$ cat config.mk
export PLATFORM = sky130hd
export DESIGN_NAME = disp_arbiter
export DESIGN_NICKNAME = d
export VERILOG_FILES = /design/src/rtl/disp_arbiter.sv
export SDC_FILE = /design/constraint.sdc
export NUM_CORES = 1
export LEC_CHECK = 0
export BUFFER_PORTS_ARGS = -buffer_cell sky130_fd_sc_hd__buf_2
export CAP_MARGIN = 20
export CORE_UTILIZATION = 41
export CTS_CLUSTER_SIZE = 8
export DETAILED_ROUTE_END_ITERATION = 16
export PLACE_DENSITY = 0.76
export SYNTH_ARGS = -nofsm -noshare
export SYNTH_HDL_FRONTEND = slang
export SYNTH_SLANG_ARGS = --single-unit
$ cat constraint.sdc
create_clock -name clk_50mhz -period 1.5 [get_ports clk_50mhz]
set_input_delay 0.15 -clock clk_50mhz [delete_from_list [all_inputs] [get_ports clk_50mhz]]
set_output_delay 0.15 -clock clk_50mhz [all_outputs]
set_load 0.01 [all_outputs]
$ cat src/rtl/disp_arbiter.sv
// Round-robin display arbiter for three requesters with a hold time,
// a one-cycle blank gap between owners, and a lamp test override.
// Ports:
//   clk_50mhz, rst (async, active-high), tick (1 Hz enable)
//   req[2:0], data0..data2 (six packed 4-bit digits), lamp_test
//   grant[2:0] one-hot, owner[1:0] (3 = none), seg_bcd_data[23:0]
module disp_arbiter #(
  parameter int         HOLD_TICKS = 3,
  parameter logic [3:0] BLANK      = 4'hF
) (
  input  logic        clk_50mhz,
  input  logic        rst,
  input  logic        tick,
  input  logic [2:0]  req,
  input  logic [23:0] data0,
  input  logic [23:0] data1,
  input  logic [23:0] data2,
  input  logic        lamp_test,
  output logic [2:0]  grant,
  output logic [1:0]  owner,
  output logic [23:0] seg_bcd_data
);

  typedef enum logic [1:0] {
    IDLE     = 2'd0,
    OWN      = 2'd1,
    HANDOVER = 2'd2
  } state_t;

  localparam logic [3:0]  HOLD   = 4'(HOLD_TICKS);
  localparam logic [23:0] DARK   = {6{BLANK}};
  localparam logic [23:0] LAMP   = 24'h888888;
  localparam logic [1:0]  NO_OWN = 2'd3;

  state_t      state, state_n;
  logic [2:0]  grant_n;
  logic [1:0]  owner_n;
  logic [23:0] seg_n;
  logic [3:0]  hold, hold_n;
  logic [1:0]  last, last_n;

  logic [1:0]  first, second, third;
  logic [1:0]  win;
  logic [23:0] own_data;
  logic        own_req;
  logic        others;

  // Search order starts just after the previous owner.
  always_comb begin
    case (last)
      2'd0: begin
        first  = 2'd1;
        second = 2'd2;
        third  = 2'd0;
      end
      2'd1: begin
        first  = 2'd2;
        second = 2'd0;
        third  = 2'd1;
      end
      default: begin
        first  = 2'd0;
        second = 2'd1;
        third  = 2'd2;
      end
    endcase
  end

  always_comb begin
    win = third;
    if (req[second])
      win = second;
    if (req[first])
      win = first;
  end

  always_comb begin
    case (owner)
      2'd0:    own_data = data0;
      2'd1:    own_data = data1;
      2'd2:    own_data = data2;
      default: own_data = DARK;
    endcase
  end

  assign own_req = |(req & grant);
  assign others  = |(req & ~grant);

  always_comb begin
    state_n = state;
    grant_n = grant;
    owner_n = owner;
    seg_n   = seg_bcd_data;
    hold_n  = hold;
    last_n  = last;
    case (state)
      IDLE, HANDOVER: begin
        state_n = IDLE;
        grant_n = 3'b000;
        owner_n = NO_OWN;
        seg_n   = DARK;
        hold_n  = 4'd0;
        if (|req) begin
          state_n = OWN;
          grant_n = 3'b001 << win;
          owner_n = win;
        end
      end
      OWN: begin
        seg_n = own_data;
        if (tick && (hold < HOLD))
          hold_n = hold + 4'd1;
        // Preemption looks at the registered count only.
        if (!own_req || ((hold == HOLD) && others)) begin
          state_n = HANDOVER;
          last_n  = owner;
          grant_n = 3'b000;
          owner_n = NO_OWN;
          seg_n   = DARK;
          hold_n  = 4'd0;
        end
      end
      default: begin
        state_n = IDLE;
        grant_n = 3'b000;
        owner_n = NO_OWN;
        seg_n   = DARK;
        hold_n  = 4'd0;
      end
    endcase
    if (lamp_test)
      seg_n = LAMP;
  end

  always_ff @(posedge clk_50mhz or posedge rst) begin
    if (rst) begin
      state        <= IDLE;
      grant        <= 3'b000;
      owner        <= NO_OWN;
      seg_bcd_data <= DARK;
      hold         <= 4'd0;
      last         <= 2'd2;
    end else begin
      state        <= state_n;
      grant        <= grant_n;
      owner        <= owner_n;
      seg_bcd_data <= seg_n;
      hold         <= hold_n;
      last         <= last_n;
    end
  end

endmodule

==> summary.md <==
| Metric | Value |
|---|---|
| Crit path largest cell delay | 0.41 ns |
| Crit path buffers/inverters | 2 |
| CTS tree | done |
| Synth Warn # | 0 |
| Total number of vias | 1802 |
| Register area | 960 um2 |
| CP max FO | 4 |
| Net load switching power | around 1.5 mW |
| Chip width | around 73 um |
| WL/cell | 14.1 um |
| Worst Setup End Kind | register |
| R2r endpoint | last[0]$_DFFE_PP0P_ |
| Peak supply drop | 795 uV |
| RSZ-0062 raised after global routing | true |
| Cell area after synthesis | 0.00206 mm2 |
| Area of the die | 0.00531 mm2 |
| Crit path depth | 5 |
| Total Wirelength | 5100 um |
| Tot GR Track Use | 18.9% |
| Clock power share | 16.8% |
| Sw Share | 35.1% |
| Status | complete, but fails checks |
| Cell taking the most area after synthesis | dfstp_2 |
| Synth Instances | 174 |
| Sequential fraction of the synthesis area | 46.6% |
| Syn Area/Cell | 11.8 um2 |
| Final ANT Viol Nets | 0 |
| First-pass DRT Iterations | 4 |
| Flops & latches, synth | 37 |
| Final RePlAce weighted congestion | 0.824 |
| Leakage | 1.41 nW |
| Worst slew margin | 59.0% |
| R2r setup slk | -0.07 ns |
| Final WS setup | -0.0741 ns |
| Internal Power | approximately 2.7 mW |
| Final setup fails | 5 |
| Crit path to | last[0]$_DFFE_PP0P_ |
| Hpwl dp | 3520 um |
| Share of cells above drive strength 1 | 69.2% |
| CP Class | reg2reg |
| Worst-path clk slew | about 0.070 ns |
| Yosys top cell area share | around a third |
| CP Launch Point | grant[0]$_DFFE_PP0P_ |
| Starting Density | 43.0% |
| Depth of the worst register-to-register path | 5 |
| Die span in y | 72.9 um |
| DRC errors left | 0 |
| I/O Buffers | 107 |
| Reg power frac | between 30% and 40% |
| DRT iter0 DRCs | 60 |
| Fin. max-slew vios | 0 |
| Filler cells | 420 |
| Failing checks | negative setup slack |
| Max-Cap Viols | 0 |
| Synth top area cells | dfstp_2, dfrtp_1, mux2i_1 |
| Via density | 4.98 |
| Crit share post-route | 105% |
| Worst setup SP type | register |
| Crit-path cells | a222oi_1 -> buf_4 -> inv_2 -> a21o_1 -> mux2_2 |
| Total gr overflow | 0 |
| Layout Nets | roughly 370 |
| Clock sinks | 37 |
| Clk_lat worst skew | 0.28 ns |
| Clock Skew | 0.00612 ns |
| Multi-input logic area | 0.00109 mm2 |
| Achievable frequency | 0.635 GHz |
| H-tree Lvls | 2 |
| Final Hold Viols | 0 |
| Worst r2r src | grant[0]$_DFFE_PP0P_ |
| Largest net degree at the start of global routing | 38 |
| Hold Slack | roughly 0.10 ns |
| Ports | 108 |
| # diodes | 0 |
| Clock buffer count from CTS | 5 |
| Critical path required time | approximately 1.7 ns |
| Synthesis-to-finish area growth | 42.7% |
| Comb power frac | between 40% and 50% |
| Final min period | 1.57 ns |
| Core ar. | about 0.0048 mm2 |
| Worst Path Arrival | 1.75 ns |
| Fin util | 61.4% |
| CP max stage cell | dfrtp_1 |
| Hold crit path type | in2reg |
| Least-Margin Pin Slew | 0.615 ns |
| Net Count, Synth | around 250 |
| Antenna violations before repair | 0 |
| Vias in the first global route | 1693 |
| Cell variety after synth | 33 |
| First-pass GRT wire length | 7470 um |
| Max clock buf depth | 2 |
| Pwr dens | 1420 mW/mm2 |
| Rows | 25 |
| Worst hold stages | 3 |
| Root Buffer | clkbuf_8 |
| Cell family with most CP delay | compound AO/OA/AOI/OAI gates |
==> cell type report <==
| type | instances | area share [%] |
|---|---|---|
| tap | 67 | 2.85 |
| timing repair buffer | 123 | 23.7 |
| inverter | 4 | 0.511 |
| sequential | 37 | 32.7 |
| multi-input combinational | 123 | 37.2 |
| clock buffer | 8 | 3.07 |
==> power groups by stage <==
| stage | combinational, mW | sequential, mW | clock [mW] |
|---|---|---|---|
| floorplan | 1.30 | 1.43 | 0 |
| global placement | 1.87 | 1.40 | 0 |
| detailed placement | 1.91 | 1.40 | 0 |
| CTS | 1.97 | 1.39 | 0.717 |
| global route | 2.25 | 1.42 | 0.762 |
| finish | 2.09 | 1.40 | 0.702 |
==> what timing repair did <==
item,CTS,global route
endpoints found under the hold margin,10,0
gates cloned,1,2
pin swaps,4,7
hold buffers,1,0
resized for setup,7,12
buffers inserted,4,1
endpoints found under the setup margin,25,34
==> sequential cells by signal, indices dropped and copies added, names as in the netlist <==
signal,cells
state,2
last,2
grant,3
seg_bcd_data,24
hold,4
owner,2
==> worst min-delay path by stage <==
stage / from / endpoint / slack (ns)
after floorplan: lamp_test / seg_bcd_data[11]$_DFF_PP1_ / 0.26
after global placement: rst / hold[0]$_DFFE_PP0P_ / 0.28
after detailed placement: rst / hold[2]$_DFFE_PP0P_ / 0.28
after CTS: data1[11] / seg_bcd_data[11]$_DFF_PP1_ / 0.1
after global routing: data1[23] / seg_bcd_data[23]$_DFF_PP1_ / 0.10
final: data1[11] / seg_bcd_data[11]$_DFF_PP1_ / 0.10
==> cell usage in the layout (no fill, tap or decap), types with 2 or more instances in the layout <==
master    count
and2_1        3
dfrtp_1      10
nand2_1       2
buf_12        3
nor2b_1       5
a32o_1        3
mux2_2       18
nor2_1       11
a21oi_2      13
inv_1         3
clkbuf_1      2
a21oi_4       2
mux2i_2       3
a21oi_1      10
dfstp_2      27
buf_4        12
and3_4        4
mux2_4        2
o22ai_1       2
mux2i_1      21
buf_2       107
nand3b_1      6
clkbuf_8      6
==> cells in the mapped netlist (all sizes together) <==
library cell,count
dfstp,27
a21oi,25
mux2i,25
mux2,20
nor2,12
dfrtp,10
buf,9
nand3b,6
nor2b,6
clkbuf,4
inv,4
a32o,3
and2,3
nand2,3
o21ai,2
o22ai,2
a21o,1
a222oi,1
and3,1
ha,1
nand2b,1
nor3,1
nor3b,1
nor4b,1
o21a,1
o21bai,1
o311ai,1
o32a,1
xnor2,1
==> worst register-to-register path: cells and delay by family (launching register included) <==
| family | cells | cell delay [ns] |
|---|---|---|
| muxes | 1 | 0.28 |
| buffers and inverters | 2 | 0.22 |
| AOI/OAI and AO/OA | 2 | 0.56 |
| DFF | 1 | 0.41 |
==> routing by layer <==
layer  track usage [%]  vias to the layer above  wire length [um]
met3              4.56                        4               239
met4              4.58                        0                41
met2              36.1                       66              2720
met5                 0                        -                 0
li1                  -                      871                 -
met1              20.9                      861              2100
==> through the flow <==
step                total power [mW]  setup slack (ns)  instances  area [um2]  TNS (ns)
finish                          4.18           -0.0741        362        2940    -0.262
global route                    4.43            -0.135        362        2940    -0.739
CTS                             4.08           -0.0153        359        2870   -0.0153
detailed placement              3.31           -0.0547        346        2720    -0.550
global placement                3.27            0.0157        346        2720         0
floorplan                       2.73           -0.0104        174        2090    -0.103
==> cell families after synthesis <==
logic type / count (synthesis) / synth area share [%]
flops: 37 / 46.6
buf+inv: 17 / 5.59
compound gates: 38 / 14.4
simple gates: 35 / 9.30
fa+ha+maj: 1 / 0.607
xor+xnor: 1 / 0.425
mux: 45 / 23.1
Power figures use the tool's default switching activity.
